==> src/rtl/uart_rx_if.sv <==
// Bundle of the serial-receive signals: line input, read strobe, received
// byte with its status flags, and the receiver's current FSM state.
// The master side is the receiver. The slave side is the byte consumer,
// which also drives the serial line.
interface uart_rx_if;
  logic       rx_in;
  logic       ren;
  logic [7:0] dout;
  logic       valid;
  logic       frame_err;
  logic       overrun;
  logic [2:0] state;

  modport master (
    input  rx_in,
    input  ren,
    output dout,
    output valid,
    output frame_err,
    output overrun,
    output state
  );

  modport slave (
    output rx_in,
    output ren,
    input  dout,
    input  valid,
    input  frame_err,
    input  overrun,
    input  state
  );
endinterface

==> src/rtl/uart_rx.sv <==
// 8N1 UART receiver. The receiver synchronises the serial line and samples
// each bit at mid-bit. It shifts in the data bits LSB first and commits the
// byte to a holding register.
//
// Handshake (valid/ren):
//   - valid=1 means dout holds a byte that has not been read yet.
//   - A cycle with ren=1 and valid=1 consumes the byte. On the next edge,
//     valid and overrun are cleared. A ren while valid=0 is ignored.
//   - The receiver never stalls. A commit while an unread byte is held
//     overwrites dout (newest wins). If the byte was not being read in that
//     same cycle, the commit also sets the sticky overrun flag.
// frame_err pulses for one cycle when the stop bit is sampled low. After
// that, the receiver waits in BREAK until the line returns high, so a held
// low line reports only one error.
module uart_rx #(
  parameter int CLKS_PER_BIT = 1085  // must be >= 4
) (
  input logic       clk,
  input logic       rst,
  uart_rx_if.master bus
);

  localparam int CW = $clog2(CLKS_PER_BIT);
  localparam logic [CW-1:0] HALF_LAST = CW'(CLKS_PER_BIT / 2 - 1);
  localparam logic [CW-1:0] BIT_LAST  = CW'(CLKS_PER_BIT - 1);
  localparam logic [CW-1:0] CNT_ONE   = CW'(1);

  typedef enum logic [2:0] {
    S_IDLE  = 3'd0,
    S_START = 3'd1,
    S_DATA  = 3'd2,
    S_STOP  = 3'd3,
    S_BREAK = 3'd4
  } state_t;

  state_t        state;
  logic          rx_meta;
  logic          rx_s;
  logic [CW-1:0] cnt;
  logic [2:0]    idx;
  logic [7:0]    shreg;
  logic [7:0]    dout_r;
  logic          valid_r;
  logic          frame_err_r;
  logic          overrun_r;

  // Two-flop synchroniser for the asynchronous line. It resets to the idle
  // (high) level so that leaving reset cannot look like a start bit.
  always_ff @(posedge clk) begin
    if (rst) begin
      rx_meta <= 1'b1;
      rx_s    <= 1'b1;
    end else begin
      rx_meta <= bus.rx_in;
      rx_s    <= rx_meta;
    end
  end

  // Receive FSM together with the holding register and its flags. The
  // commit and the read share this block because a commit and a read in
  // the same cycle must resolve together.
  always_ff @(posedge clk) begin
    if (rst) begin
      state       <= S_IDLE;
      cnt         <= '0;
      idx         <= '0;
      shreg       <= '0;
      dout_r      <= '0;
      valid_r     <= 1'b0;
      frame_err_r <= 1'b0;
      overrun_r   <= 1'b0;
    end else begin
      frame_err_r <= 1'b0;

      // A read consumes the held byte. A commit below in the same cycle
      // overrides valid and leaves overrun cleared.
      if (bus.ren && valid_r) begin
        valid_r   <= 1'b0;
        overrun_r <= 1'b0;
      end

      case (state)
        S_IDLE: begin
          if (!rx_s) begin
            state <= S_START;
            cnt   <= '0;
          end
        end

        // Recheck the start bit at its midpoint to reject short glitches.
        // This also aligns the later samples to mid-bit.
        S_START: begin
          if (cnt == HALF_LAST) begin
            cnt <= '0;
            if (rx_s) begin
              state <= S_IDLE;
            end else begin
              state <= S_DATA;
              idx   <= '0;
            end
          end else begin
            cnt <= cnt + CNT_ONE;
          end
        end

        S_DATA: begin
          if (cnt == BIT_LAST) begin
            cnt        <= '0;
            shreg[idx] <= rx_s;
            if (idx == 3'd7) begin
              state <= S_STOP;
            end else begin
              idx <= idx + 3'd1;
            end
          end else begin
            cnt <= cnt + CNT_ONE;
          end
        end

        S_STOP: begin
          if (cnt == BIT_LAST) begin
            cnt <= '0;
            if (rx_s) begin
              dout_r  <= shreg;
              valid_r <= 1'b1;
              if (valid_r && !bus.ren) begin
                overrun_r <= 1'b1;
              end
              state <= S_IDLE;
            end else begin
              frame_err_r <= 1'b1;
              state       <= S_BREAK;
            end
          end else begin
            cnt <= cnt + CNT_ONE;
          end
        end

        S_BREAK: begin
          if (rx_s) begin
            state <= S_IDLE;
          end
        end

        default: begin
          state <= S_IDLE;
          cnt   <= '0;
        end
      endcase
    end
  end

  assign bus.dout      = dout_r;
  assign bus.valid     = valid_r;
  assign bus.frame_err = frame_err_r;
  assign bus.overrun   = overrun_r;
  assign bus.state     = state;

endmodule

==> src/flat_wrapper.sv <==
// flat-port wrapper written by rule: the top's interface ports become plain ports
module uart_rx_flat 
#(
  parameter int CLKS_PER_BIT = 1085                 
)
  (clk, rst, bus_rx_in, bus_ren, bus_dout, bus_valid, bus_frame_err, bus_overrun, bus_state);
  uart_rx_if bus_i ();
  input logic clk;
  input logic rst;
  input wire logic [$bits(bus_i.rx_in)-1:0] bus_rx_in;
  input wire logic [$bits(bus_i.ren)-1:0] bus_ren;
  output wire logic [$bits(bus_i.dout)-1:0] bus_dout;
  output wire logic [$bits(bus_i.valid)-1:0] bus_valid;
  output wire logic [$bits(bus_i.frame_err)-1:0] bus_frame_err;
  output wire logic [$bits(bus_i.overrun)-1:0] bus_overrun;
  output wire logic [$bits(bus_i.state)-1:0] bus_state;
  assign bus_i.rx_in = bus_rx_in;
  assign bus_i.ren = bus_ren;
  assign bus_dout = bus_i.dout;
  assign bus_valid = bus_i.valid;
  assign bus_frame_err = bus_i.frame_err;
  assign bus_overrun = bus_i.overrun;
  assign bus_state = bus_i.state;
  uart_rx #(.CLKS_PER_BIT(CLKS_PER_BIT)) u_core (.clk(clk), .rst(rst), .bus(bus_i));
endmodule
==> config.mk <==
export PLATFORM = sky130hd
export DESIGN_NAME = uart_rx_flat
export DESIGN_NICKNAME = d
export VERILOG_FILES = /design/src/rtl/uart_rx_if.sv /design/src/rtl/uart_rx.sv /design/src/flat_wrapper.sv
export SDC_FILE = /design/constraint.sdc
export NUM_CORES = 1
export LEC_CHECK = 0
export BUFFER_PORTS_ARGS = -buffer_cell sky130_fd_sc_hd__buf_2
export CAP_MARGIN = 20
export CORE_UTILIZATION = 46
export DETAILED_ROUTE_END_ITERATION = 10
export HOLD_SLACK_MARGIN = 0.15
export PLACE_DENSITY = 0.74
export SYNTH_ARGS = -nofsm -noshare
export SYNTH_HDL_FRONTEND = slang
export SYNTH_SLANG_ARGS = --single-unit
==> constraint.sdc <==
create_clock -name clk -period 3 [get_ports clk]
set_input_delay 0.15 -clock clk [delete_from_list [all_inputs] [get_ports clk]]
set_output_delay 0.15 -clock clk [all_outputs]
set_load 0.05 [all_outputs]
==> results of run 1 <==
-- cell usage in the layout, fill, tap and decap left out, types with 4 or more instances in the layout --
cell | synthesis | routed
dfxtp_1 | 38 | 38
nand2_1 | 24 | 24
nand3_1 | 17 | 17
buf_2 | 1 | 17
a21oi_1 | 15 | 15
o21ai_0 | 12 | 12
nor2_1 | 9 | 9
mux2i_1 | 8 | 8
nor3_1 | 8 | 8
a31oi_1 | 7 | 7
inv_1 | 6 | 6
clkbuf_8 | 0 | 6
ha_1 | 5 | 5
nor3b_1 | 4 | 4
o221ai_1 | 4 | 4
o211ai_1 | 4 | 4
-- worst paths after layout --
kind,end,startpoint
min reg2reg,u_core.rx_s,u_core.rx_meta
min,u_core.bus.valid,rst
max,u_core.shreg[4],u_core.bus.state[1]
max reg2reg,u_core.shreg[4],u_core.bus.state[1]
-- layer usage --
| layer | vias up | global-route usage | routed length, um |
|---|---|---|---|
| met2 | 41 | 0.347 | 2080 |
| li1 | 875 | - | - |
| met5 | - | 0 | 0 |
| met4 | 0 | 0.0931 | 76 |
| met1 | 819 | 0.277 | 2000 |
| met3 | 9 | 0.0445 | 204 |
-- cell usage after synthesis (all sizes together), types with 4 or more instances --
library cell / count
dfxtp: 38
nand2: 24
nand3: 17
a21oi: 15
clkbuf: 15
o21ai: 12
nor2: 9
mux2i: 8
nor3: 8
a31oi: 7
inv: 6
ha: 5
nor3b: 4
o211ai: 4
o221ai: 4
-- layout make-up --
class,count,share of cell area
Multi-Input combinational cell,166,0.491
Sequential cell,38,0.349
Timing Repair Buffer,21,0.0552
Clock buffer,6,0.0379
Tap cell,50,0.0287
Clock inverter,2,0.0276
Inverter,6,0.0103
-- stage by stage --
step	cell area (um2)	std cells	util	worst slack (ns)
2_1_floorplan	1920	227	-	0.915
3_3_place_gp	2010	279	0.504	0.832
4_1_cts	2180	289	0.544	0.774
6_report	2180	289	0.544	0.753
3_5_place_dp	2010	279	0.504	0.795
5_1_grt	2180	289	0.544	0.610
-- worst max-delay path, stage by stage (launching register included) --
cell	delay, ns
dfxtp_1	0.57
or3b_2	0.52
nor4_2	0.56
and4bb_2	0.35
mux2i_1	0.17
-- report_power, final --
group          leakage, nW  switching (W)   total, W  internal, W
sequential           0.307     0.00000556   0.000512     0.000506
clock               0.0714       0.000186   0.000541     0.000355
combinational        0.410      0.0000262  0.0000368    0.0000105
total                0.788       0.000218    0.00109     0.000872
-- cell families after synthesis --
| group | Yosys count | synth area share |
|---|---|---|
| buffers and inverters | 23 | 0.0494 |
| flip-flops | 38 | 0.395 |
| AND/OR/NAND/NOR | 90 | 0.261 |
| multiplexers | 9 | 0.0475 |
| adder cells (fa/ha/maj) | 5 | 0.0325 |
| AO/OA/AOI/OAI | 62 | 0.215 |
-- state kept, by name, indices dropped and copies added (netlist names), named ones only --
signal / flops
u_core.bus.valid: 1
u_core.bus.frame_err: 1
u_core.cnt: 11
u_core.rx_s: 1
u_core.bus.state: 3
u_core.shreg: 8
u_core.rx_meta: 1
u_core.bus.dout: 8
u_core.idx: 3
-- what timing repair did --
item / 4_1_cts / 5_1_grt
resized for setup: 0 / 0
hold buffers: 2 / 0
hold endpoints to repair: 2 / 0
==> out/results.env, run 1 <==
ROUTED-VIA-COUNT=1744
MIN_PERIOD_OVER_PERIOD=0.749
HPWL_MM=2.88
CTS_TREE='done'
LAYOUT-DRIVE-GT1-SHARE=0.146
SETUP.WORST_PATH.START_CLASS='register'
DRC_ERRORS=0
WORST_SETUP_HOLD_PATH_CLK_SLEW_NS=0.08
CTS.ROOT.BUFFER_CELL='clkbuf_8'
GRT_SETUP_UNREPAIRED='false'
NUMBER_OF_ANTENNA_VIOLATIONS_AT_THE_FIRST_CHECK_IN_GLOBAL_ROUTING=0
YOSYSTOPAREACELL='dfxtp_1'
FIN_TNS_SETUP_NS=0
GRT_USAGE=0.216
WORSTHOLDPATHTYPE='input port to register'
FP.DIEAREA_MM2=0.00445
DOMINANTREGCELLSYNTH='dfxtp_1'
FINAL_MIN_PERIOD_NS=2.25
VIAS_PER_CELL=6.03
DRV_SLEW=0
CHIPHEIGHT_UM=66.7
WORST-R2R-CELL-COUNT=4
REPORT.FINAL.HOLD_VIOL_COUNT=0
HOLDWS_NS=0.351
GRT_PASS1_WL_MM=7.25
CLOCK_SINK_COUNT=38
SYNTH_TOP_CELLS_BY_AREA='dfxtp_1 (40%), nand2_1 (4.7%), nand3_1 (4.4%)'
FIRST_ITER_VIOLATIONS=63
MAPPED_CELL_AREA_MM2=0.00192
SYNTH_SEQ_CELLS=38
WORSTSETUPPATHTYPE='register to register'
SYNTH_EDF_COUNT=0
ROWS=23
WIRE_LENGTH_PER_CELL_AFTER_DETAILED_ROUTING_UM=15.1
POST_ROUTE_ANT_NETS=0
WORST-PATH-MAX-FANOUT=13
MAX-VDD-IR-DROP_mV=0.401
WORST-R2R-SETUP-SLACK_NS=0.75
WORST_PIN_SLEW_NS=0.788
SYNTH_TOP_AREA_SHARE=0.395
SEQ_AREA_UM2=761
POST_SYNTHESIS_NET_COUNT=236
SYNTHESIS.INSTANCES=227
INITIAL_UTILIZATION=0.481
DIE-WIDTH_UM=66.7
WORSTSETUPENDPOINTTYPE='register'
POWERDENSITY_mW_PER_MM2=500
NUMBER_OF_BUFFERS_INSERTED_DURING_CLOCK_TREE_SYNTHESIS=5
FINALSETUPVIOLCOUNT=0
POWER.TOTAL_W=0.00109
YOSYSUNIQUECELLTYPES=47
OUTCOME='finished clean'
GRT_START_MAX_NET_PINS=32
CLOCK-SKEW-FINAL_NS=0.00501
TIMING.CRITICAL_PATH.REQUIRED_NS=3.23
CLK_PATH_BUF_DEPTH=2
AVGSYNTHCELLAREA_UM2=8.48
CORE_REGION_AREA_MM2=0.00400
INSERTION_DELAY_NS=0.29
AREA_TAKEN_BY_MULTI_INPUT_LOGIC_GATES_MM2=0.00107
MAXCAPVIOLCOUNT=0
MAX_CLOCK_FREQ_MHz=445
CELLLEAKAGEPOWER_nW=0.788
DRT_WL_TOTAL_MM=4.36
GR-TOTAL-OVERFLOW=0
NUMBER_OF_GLOBAL_ROUTE_VIAS_BEFORE_REPAIR=1537
ROUTABILITYCONGESTION=0.843
POST_SYNTHESIS_SEQUENTIAL_AREA_RATIO=0.395
NFILLCELLS=379
YOSYSWARNINGS=0
FLOW.AREA_GROWTH_FROM_SYNTHESIS_PCT=13.1
MAX-SLEW-MARGIN-REL=0.468
ANTENNADIODECOUNT=0
FINAL_NETS=247
BOUNDARYPINS=18
CTS.HTREE.LEVELS=2
WORST_EP_ARRIVAL_TIME_NS=2.47
HOLD-PATH-CELL-COUNT=2
ASYNC_FLOP_SHARE=0
CTS_SETUP_BUFFERS=0
DRT_PASS1_ITERATIONS=4
PORTBUFFERS=17
Power figures use the tool's default switching activity.
==> run 2: changes to the inputs <==
- clock period: 3 -> 2.1 ns (I/O delays scaled with it)
==> out/results.env, run 2 (same netlist as run 1, synthesis figures left out) <==
POST_ROUTE_ANT_NETS=0  # unchanged
NUMBER_OF_ANTENNA_VIOLATIONS_AT_THE_FIRST_CHECK_IN_GLOBAL_ROUTING=0  # unchanged
WIRE_LENGTH_PER_CELL_AFTER_DETAILED_ROUTING_UM=15.1  # +0.35%
VIAS_PER_CELL=6.02  # -0.30%
NFILLCELLS=361  # -4.7%
MIN_PERIOD_OVER_PERIOD=0.955  # +0.206
GRT_PASS1_WL_MM=7.26  # +0.18%
FLOW.AREA_GROWTH_FROM_SYNTHESIS_PCT=17.8
FINALSETUPVIOLCOUNT=0  # unchanged
LAYOUT-DRIVE-GT1-SHARE=0.201  # +0.0543
ROWS=23  # unchanged
GR-TOTAL-OVERFLOW=0  # unchanged
CHIPHEIGHT_UM=66.7  # unchanged
TIMING.CRITICAL_PATH.REQUIRED_NS=2.33  # -0.90 ns
PORTBUFFERS=17  # unchanged
WORST-PATH-MAX-FANOUT=7  # -6
LARGEST_REG_FLOPS=11  # unchanged
WORST_PIN_SLEW_NS=0.460  # -0.328 ns
MAX-VDD-IR-DROP_mV=0.365  # -8.9%
HOLDWS_NS=0.297  # -0.0540 ns
DIE-WIDTH_UM=66.7  # unchanged
ROUTABILITYCONGESTION=0.892  # +5.8%
REPORT.FINAL.HOLD_VIOL_COUNT=0  # unchanged
FINAL_CELL_MIX='dfxtp_1 (38), nand2_1 (24), nand3_1 (17), buf_2 (17), buf_4 (17)'
GRT_START_MAX_NET_PINS=31  # -3.1%
FIN_TNS_SETUP_NS=0  # unchanged
MAX-SLEW-MARGIN-REL=0.692  # +0.224
FINAL_NETS=262  # +6.1%
WORSTSETUPENDPOINTTYPE='register'
CLK_PATH_BUF_DEPTH=2  # unchanged
DRV_SLEW=0  # unchanged
FINAL_COMMON_CELL='dfxtp_1'
BOUNDARYPINS=18  # unchanged
CLOCK_SINK_COUNT=38  # unchanged
CTS.HTREE.LEVELS=2  # unchanged
POWERDENSITY_mW_PER_MM2=629  # +26%
DRT_PASS1_ITERATIONS=4  # unchanged
GRT_SETUP_UNREPAIRED='false'
CORE_REGION_AREA_MM2=0.00400  # unchanged
MAXCAPVIOLCOUNT=0  # unchanged
INITIAL_UTILIZATION=0.481  # unchanged
DRC_ERRORS=0  # unchanged
WORSTSETUPPATHTYPE='register to register'
INSERTION_DELAY_NS=0.30  # about the same
LARGEST_REG_BY_FF_COUNT='u_core.cnt'
WORST_EP_ARRIVAL_TIME_NS=2.24  # -0.23 ns
WORST_SETUP_HOLD_PATH_CLK_SLEW_NS=0.08  # about the same
FIRST_ITER_VIOLATIONS=104  # +65%
MAX_CLOCK_FREQ_MHz=499  # +12%
OUTCOME='finished clean'
DRT_WL_TOTAL_MM=4.60  # +5.6%
GRT_USAGE=0.216  # -0.000746
CLOCK-SKEW-FINAL_NS=0.00519  # +0.000186 ns
NUMBER_OF_BUFFERS_INSERTED_DURING_CLOCK_TREE_SYNTHESIS=5  # unchanged
CTS_TREE='done'
CTS.ROOT.BUFFER_CELL='clkbuf_8'
ROUTED-VIA-COUNT=1829  # +4.9%
SETUP.WORST_PATH.START_CLASS='register'
CELLLEAKAGEPOWER_nW=0.844  # +7.0%
HPWL_MM=3.11  # +7.9%
FINAL_MIN_PERIOD_NS=2.01  # -0.241 ns
FP.DIEAREA_MM2=0.00445  # unchanged
ANTENNADIODECOUNT=0  # unchanged
WORSTHOLDPATHTYPE='input port to register'
NUMBER_OF_GLOBAL_ROUTE_VIAS_BEFORE_REPAIR=1619  # +5.3%
[run 2: cell types whose count changed in the layout (fill, tap and decap cells not counted)]
cell,change
clkbuf_8,-1
nor3_1,-1
bufinv_16,-1
o21ai_1,+1
o21ai_0,-1
nor3_2,+1
buf_4,+15
clkinvlp_4,+2
[run 2: worst paths after layout]
check | startpoint | end | slack (ns) | cells after the start
min reg2reg | u_core.rx_meta | u_core.rx_s | 0.42 | 1
max | u_core.cnt[7] | u_core.idx[1] | 0.09 | 4
max reg2reg | u_core.cnt[7] | u_core.idx[1] | 0.09 | 4
min | rst | u_core.shreg[4] | 0.30 | 4
[run 2: metrics by stage]
stage	instances	util	cell area [um2]	power (W)	setup WS (ns)
after global routing	304	0.566	2270	0.00147	0.00558
after detailed placement	294	0.532	2130	0.000805	0.133
final	304	0.566	2270	0.00143	0.0941
after floorplan	227	-	1920	0.000782	0.0146
after global placement	294	0.532	2130	0.000804	0.201
after CTS	304	0.565	2260	0.00144	0.123
[run 2: power breakdown]
part,switching [W],internal [W]
Sequential,0.00000308,0.000723
Combinational,0.0000440,0.0000216
Clock,0.000280,0.000353
Total,0.000327,0.00110
[run 2: final cells by class]
| class | instances | area [um2] | share of cell area |
|---|---|---|---|
| clock buffers | 5 | 68.8 | 0.0304 |
| multi-input cells | 166 | 1070 | 0.474 |
| inverters | 6 | 22.5 | 0.00994 |
| clock inverters | 3 | 45.0 | 0.0199 |
| well taps | 50 | 62.6 | 0.0276 |
| flip-flops and latches | 38 | 761 | 0.336 |
| repair buffers | 36 | 233 | 0.103 |
[run 2: timing repair]
action / 4_1_cts / 5_1_grt
setup buffers: 0 / 0
setup endpoints to repair: 0 / 2
resized for setup: 0 / 2
endpoints found under the hold margin: 3 / 0
hold buffers: 2 / 0
[run 2: worst max-delay path, cell delays in order, from the launching register on]
cell and delay [ns]:
dfxtp_1 0.35, or3_1 0.47, o31a_1 0.39, or4_1 0.56, a21oi_1 0.17
[run 2: layer usage]
metal | vias to the layer above | global-route usage | share of wire | wire length (um)
li1 | 904 | - | - | -
met1 | 883 | 0.259 | 0.44 | 2030
met2 | 35 | 0.367 | 0.51 | 2340
met3 | 7 | 0.0462 | 0.034 | 156
met4 | 0 | 0.0878 | 0.015 | 71
met5 | - | 0 | 0 | 0
